<file path="src/rtl/mem_access_ctrl.sv">
// mem_access_ctrl: sequences variable-latency req/ack data-memory accesses beside the MEM stage.
//   clk, reset                  : clock and synchronous active-high reset
//   MemReqM/MemWriteM           : MEM-stage load/store request and store select
//   ALUOutM/WriteDataM          : MEM-stage address and store data
//   MemAck/MemRData             : one-cycle memory completion strobe and read data
//   MemReq/MemWe/MemAddr/MemWData : registered memory request
//   ReadDataM                   : latched load data toward MEM/WB
//   StallF/D/E/M, FlushW        : pipeline hold and MEM/WB bubble
//   BusErr                      : sticky timeout error
module mem_access_ctrl #(
  parameter int TIMEOUT = 16,
  parameter int CNT_W   = 5
) (
  input  logic        clk,
  input  logic        reset,
  input  logic        MemReqM,
  input  logic        MemWriteM,
  input  logic [31:0] ALUOutM,
  input  logic [31:0] WriteDataM,
  input  logic        MemAck,
  input  logic [31:0] MemRData,
  output logic        MemReq,
  output logic        MemWe,
  output logic [31:0] MemAddr,
  output logic [31:0] MemWData,
  output logic [31:0] ReadDataM,
  output logic        StallF,
  output logic        StallD,
  output logic        StallE,
  output logic        StallM,
  output logic        FlushW,
  output logic        BusErr
);
  typedef enum logic [1:0] {IDLE, ACCESS, DONE, ERR} state_t;
  state_t            r_state;
  logic [CNT_W-1:0]  r_cnt;
  logic              r_req;
  logic              r_we;
  logic [31:0]       r_addr;
  logic [31:0]       r_wdata;
  logic [31:0]       r_rdata;
  logic              r_err;
  logic              w_stall;
  always_ff @(posedge clk) begin
    if (reset) begin
      r_state <= IDLE;
      r_cnt   <= '0;
      r_req   <= 1'b0;
      r_we    <= 1'b0;
      r_addr  <= '0;
      r_wdata <= '0;
      r_rdata <= '0;
      r_err   <= 1'b0;
    end else begin
      case (r_state)
        IDLE: if (MemReqM) begin
          r_state <= ACCESS;
          r_addr  <= ALUOutM;
          r_wdata <= WriteDataM;
          r_we    <= MemWriteM;
          r_req   <= 1'b1;
          r_cnt   <= '0;
        end
        ACCESS: begin
          // ack beats a simultaneous timeout
          if (MemAck) begin
            r_state <= DONE;
            r_req   <= 1'b0;
            r_we    <= 1'b0;
            if (!r_we) r_rdata <= MemRData;
          end else if (r_cnt == CNT_W'(TIMEOUT - 1)) begin
            r_state <= ERR;
            r_req   <= 1'b0;
            r_we    <= 1'b0;
            r_err   <= 1'b1;
          end else begin
            r_cnt <= r_cnt + 1'b1;
          end
        end
        DONE: r_state <= IDLE;
        ERR:  r_state <= ERR;
      endcase
    end
  end
  // stall is raised in the request cycle itself so the MEM stage holds before ACCESS begins
  assign w_stall   = (r_state == IDLE && MemReqM) || r_state == ACCESS || r_state == ERR;
  assign StallF    = w_stall;
  assign StallD    = w_stall;
  assign StallE    = w_stall;
  assign StallM    = w_stall;
  assign FlushW    = w_stall;
  assign MemReq    = r_req;
  assign MemWe     = r_we;
  assign MemAddr   = r_addr;
  assign MemWData  = r_wdata;
  assign ReadDataM = r_rdata;
  assign BusErr    = r_err;
endmodule
</file>
<file path="config.mk">
export PLATFORM = sky130hd
export DESIGN_NAME = mem_access_ctrl
export DESIGN_NICKNAME = d
export VERILOG_FILES = /design/src/rtl/mem_access_ctrl.sv
export SDC_FILE = /design/constraint.sdc
export NUM_CORES = 1
export LEC_CHECK = 0
export ABC_AREA = 1
export BUFFER_PORTS_ARGS = -buffer_cell sky130_fd_sc_hd__buf_2
export CORE_ASPECT_RATIO = 0.8
export CORE_MARGIN = 5
export CORE_UTILIZATION = 45
export CTS_CLUSTER_SIZE = 25
export DETAILED_ROUTE_END_ITERATION = 7
export PLACE_DENSITY = 0.81
export SLEW_MARGIN = 10
export SYNTH_ARGS = -nofsm -noshare
export SYNTH_HDL_FRONTEND = slang
export SYNTH_SLANG_ARGS = --single-unit
</file>
<file path="constraint.sdc">
create_clock -name clk -period 1.9 [get_ports clk]
set_input_delay 0.095 -clock clk [delete_from_list [all_inputs] [get_ports clk]]
set_output_delay 0.095 -clock clk [all_outputs]
set_load 0.02 [all_outputs]
</file>
## After elaboration in Yosys (flattened, before gate mapping)

Cells that the tools add are included.

- Equal/unequal tests: 8
- Muxes and demuxes: 14
- Add/sub/neg operators: 1
- Bitwise gates (word level): 2
- Reductions and logical operators: 11

Operators with widths:

| operator | number |
|---|---|
| 5-bit two-way mux | 3 |
| 5-bit case mux with 2 select lines | 1 |
| 3-bit AND reduction | 3 |
| 2-bit case mux with 4 select lines | 1 |
| 2-bit two-way mux | 3 |
| 2-bit inequality test, second input constant | 3 |
| 5-bit by 1-bit adder with 5-bit output, second input constant | 1 |
| 5-bit by 4-bit == test with 1-bit output, second input constant | 1 |
| 2-bit == test, second input constant | 2 |
| 1-bit two-way mux | 4 |
| 1-bit case mux with 2 select lines | 2 |
| 2-bit AND reduction | 2 |
| 4-bit AND reduction | 1 |
| 3-bit inequality test, second input constant | 1 |
| 2-bit by 1-bit == test with 1-bit output, second input constant | 1 |
| 2-bit logical NOT | 1 |
| 1-bit logical OR | 2 |
| 1-bit NOT | 2 |
| 2-bit nonzero test | 1 |
| 1-bit logical AND | 1 |

- Logic and storage cells: 44
- Output and inout port bits: 104
- Flip-flop bits (word level): 106
- Input bits: 101

## Longest topological paths before layout

- Word-level depth: 4
- Depth in mapped cells: 10
- Mapped depth without buffers: 10

## Worst setup path after synthesis

OpenSTA, ideal clock, no wires.

- Kind: flip-flop to flip-flop
- From: register r_cnt[0]
- To: register r_cnt[1]
- Clock period less this slack: 1397 ps
- Stages on the path, launching flop included: 10
- Required time: 1782 ps
- Arrival time: 1279 ps
- Path buffers: 0
- Setup time: 118 ps
- Path slack: 503 ps
- Cell sequence: dfxtp_1 ha_1 nand2_1 nor2_1 ha_1 nor2_1 nand2_1 nand2_2 o21ai_0 nor2_1

- Word-level cells in the longest chain between the ends: 4
- Elaborated cells between the ends (all ways): 7
- Classes of those cells: 1 x add/sub; 2 x eq/ne; 3 x mux; 1 x reduce/logical

RTL lines:

| what | line | text |
|---|---|---|
| start: declaration | 36 | `logic [CNT_W-1:0] r_cnt;` |
| start signal: assignment | 77 | `r_cnt <= r_cnt + 1'b1;` |
| 5-bit by 1-bit adder with 5-bit output | 77 |  |
| 5-bit two-way mux | 71 | `end else if (r_cnt == CNT_W'(TIMEOUT - 1)) begin` |
| 5-bit two-way mux | 66 | `if (MemAck) begin` |
| 5-bit case mux with 2 select lines | 55 | `case (r_state)` |

Several ways; a longest one is shown, not always the timed one. The select of a mux whose other input is x is not followed.
A chain may end at the register's enable or synchronous reset.

## Worst setup path after layout

Same ends and word-level chain as after synthesis.

==> flow_summary.json <==
{
  "whs_path_depth": 3,
  "yosys.area_share.simple_pct": 23.3,
  "setup-violations-final": 0,
  "synth_cell_types": 20,
  "slowest_stage": "dfxtp_1",
  "cts_made_buffers": 9,
  "synth_top_family_by_area": "simple AND/OR/NAND/NOR gates",
  "clock_skew_ps": 11.0,
  "synth.area.mux_share_pct": 0,
  "cts_tree": "yes",
  "via_per_inst": 4.80,
  "coreArea_um2": 8450,
  "peakVddDrop_mv": 0.468,
  "grt_max_degree": 65,
  "maxSlewViolCount": 0,
  "synth_xor_area_share_pct": 0,
  "gr-usage-met2_pct": 36.0,
  "crit_fanout": 7,
  "crit_type": "flop to flop",
  "yosysWarnings": 0,
  "antenna_found_initial": 1,
  "wl_per_cell_um": 13.1,
  "ctsLongestPathBuffers": 2,
  "syn_nets": 592,
  "rr_endpoint": "r_cnt[1]$_SDFFE_PP0P_",
  "grt_usage_pct": 20.2,
  "leakage_nw": 2.65,
  "gr-total-overflow": 0,
  "status": "complete, no violations",
  "hold_ws_ps": 14.8,
  "clkTransAtPathRegs_ps": 90,
  "dpl_cell_area_um2": 4850,
  "avgSynthCellArea_um2": 7.91,
  "max_stage_delay_ps": 400,
  "fp.dieW_um": 114,
  "startpoint_type": "flop",
  "num_vias": 4030,
  "arrival_ps": 1840,
  "cp_common_cell": "nor2_1",
  "fin_area_um2": 5540,
  "clkSinkCount": 106,
  "use_met3_pct": 6.07,
  "routed_wirelength_mm": 11.0,
  "drive_above_1_share_pct": 31.8,
  "min_from": "ALUOutM[25]",
  "slew-limit-headroom_pct": 57.4,
  "area_delta_synth_final_pct": 43.2,
  "worstMarginPinSlew_ps": 638,
  "crit_chain": "ha_1, nand2_1, nor2_1, ha_1, nor2_1, nand2_1, nand2_2, o21ai_0, nor2_1",
  "cp-end-kind": "flop",
  "cp.required_ps": 2140,
  "period_share_pct": 84.3,
  "grt_pass1_wl_mm": 17.7,
  "layout.nets": 826,
  "insertion_delay_ps": 340,
  "fin_crit_ps": 1600,
  "dieHeight_um": 92.9,
  "ys_seq_elements": 106,
  "p_per_area_nw_per_um2": 889,
  "worstHoldEndpoint": "MemAddr[25]$_SDFFE_PP0P_",
  "drtPass1Iterations": 5,
  "synth_compound_area_share_pct": 14.1,
  "clockRootBuffer": "clkbuf_8",
  "reg2regPathDepth": 9,
  "post-cts-setup-buffers": 0,
  "rows": 30,
  "fmax_mhz": 624,
  "max-cap-violations": 0,
  "r2r_slack_ps": 300,
  "ys_seq_area_share_pct": 54.9,
  "start_util_pct": 45.8,
  "htreeDepth": 3,
  "hpwl_mm": 7.31,
  "hold_class": "primary input to flop",
  "die_area_um2": 10600,
  "startpoint": "r_cnt[0]$_SDFFE_PP0P_",
  "portBuffers": 204,
  "gp_congestion": 0.796,
  "finalHoldViolCount": 0,
  "top_usage_layer": "met2",
  "synthAdderAreaFrac_pct": 0.647,
  "ios": 205,
  "r2r_start": "r_cnt[0]$_SDFFE_PP0P_",
  "syn_inst": 489,
  "drtAntennaViolNets": 0,
  "rsz0062_at_grt": "no",
  "grt_pass1_vias": 3879,
  "drt-initial-drc-count": 289,
  "fin_tns_setup_ps": 0,
  "route.detailed.drc": 0,
  "met1_usage_pct": 22.7,
  "synth_area_um2": 3870
}
## synth_stat cells (all sizes together)
| master | count | area, um^2 |
|---|---|---|
| nand2 | 49 | 189 |
| nand4 | 1 | 6.26 |
| ha | 2 | 25.0 |
| a21oi | 38 | 190 |
| nand3 | 33 | 165 |
| clkbuf | 15 | 56.3 |
| buf | 24 | 186 |
| o21ai | 68 | 340 |
| a22oi | 1 | 7.51 |
| inv | 9 | 33.8 |
| dfxtp | 106 | 2120 |
| a31oi | 1 | 6.26 |
| nor2 | 141 | 534 |
| and3 | 1 | 6.26 |
## critical path, delay by kind of cell (launching register included)
family | cells | cell delay [ps]
simple gates | 6 | 550
flops | 1 | 400
fa+ha+maj | 2 | 370
compound gates | 1 | 180
## placed cells by master, fill, tap and decap left out
cell / n
inv_2: 1
and3_1: 1
buf_4: 8
a22oi_1: 1
dlygate4sd3_1: 50
diode_2: 1
a21oi_1: 38
clkbuf_8: 10
inv_1: 8
clkinv_4: 1
nand3_1: 33
a31oi_1: 1
inv_6: 1
buf_2: 204
nand2_2: 2
o21ai_0: 68
nor2_1: 139
dfxtp_1: 106
nand2_1: 47
clkinv_2: 1
nand4_1: 1
nor2_2: 2
bufinv_16: 1
ha_1: 2
## layer usage
layer	up-vias	wire, um
met5	-	0
met1	1803	4360
li1	2045	-
met4	0	224
met2	160	5570
met3	22	850
## layout make-up
class	count	area (um^2)
antenna	1	2.50
clock buffer	10	138
clock inverter	4	52.6
fill	738	2910
inverter	9	33.8
multi-input combinational	335	1470
sequential	106	2120
tap	112	140
timing repair buffer	262	1580
## what timing repair did
action	4_1_cts	5_1_grt
hold buffers	47	3
hold endpoints to repair	47	3
gates resized for setup	0	0
## how the worst max path moves through the flow
stage / end / slack (ps)
floorplan: r_cnt[1]$_SDFFE_PP0P_ / 500
global placement: r_cnt[1]$_SDFFE_PP0P_ / 410
detailed placement: r_cnt[1]$_SDFFE_PP0P_ / 330
CTS: r_cnt[1]$_SDFFE_PP0P_ / 310
global route: r_cnt[1]$_SDFFE_PP0P_ / 130
finish: r_cnt[1]$_SDFFE_PP0P_ / 300
## stage by stage
stage	power (mW)	util, %	instances	worst slack, ps
floorplan	3.23	-	489	503
global route	5.21	65.6	839	134
detailed placement	3.56	57.4	774	331
finish	4.92	65.6	839	298
global placement	3.53	57.4	774	411
CTS	4.98	65.2	835	310
## registers in the layout, summed over array words and instances, names as in the netlist
register,flops
r_cnt,5
MemWe,1
BusErr,1
ReadDataM,32
r_state,2
MemAddr,32
MemReq,1
MemWData,32
## power breakdown
part | switching (mW) | total (mW) | internal [mW]
logic | 0.682 | 1.10 | 0.415
clock network | 0.695 | 1.33 | 0.637
registers | 0.0933 | 2.50 | 2.40
## cell families (layout without fill, tap and decap cells)
kind of cell,count (synthesis),after routing
adders and majority gates,2,2
and+or+nand+nor,225,225
AOI/OAI and AO/OA,108,108
DFF,106,106
buffers and inverters,48,285
other,0,1
Power figures use the tool's default switching activity.
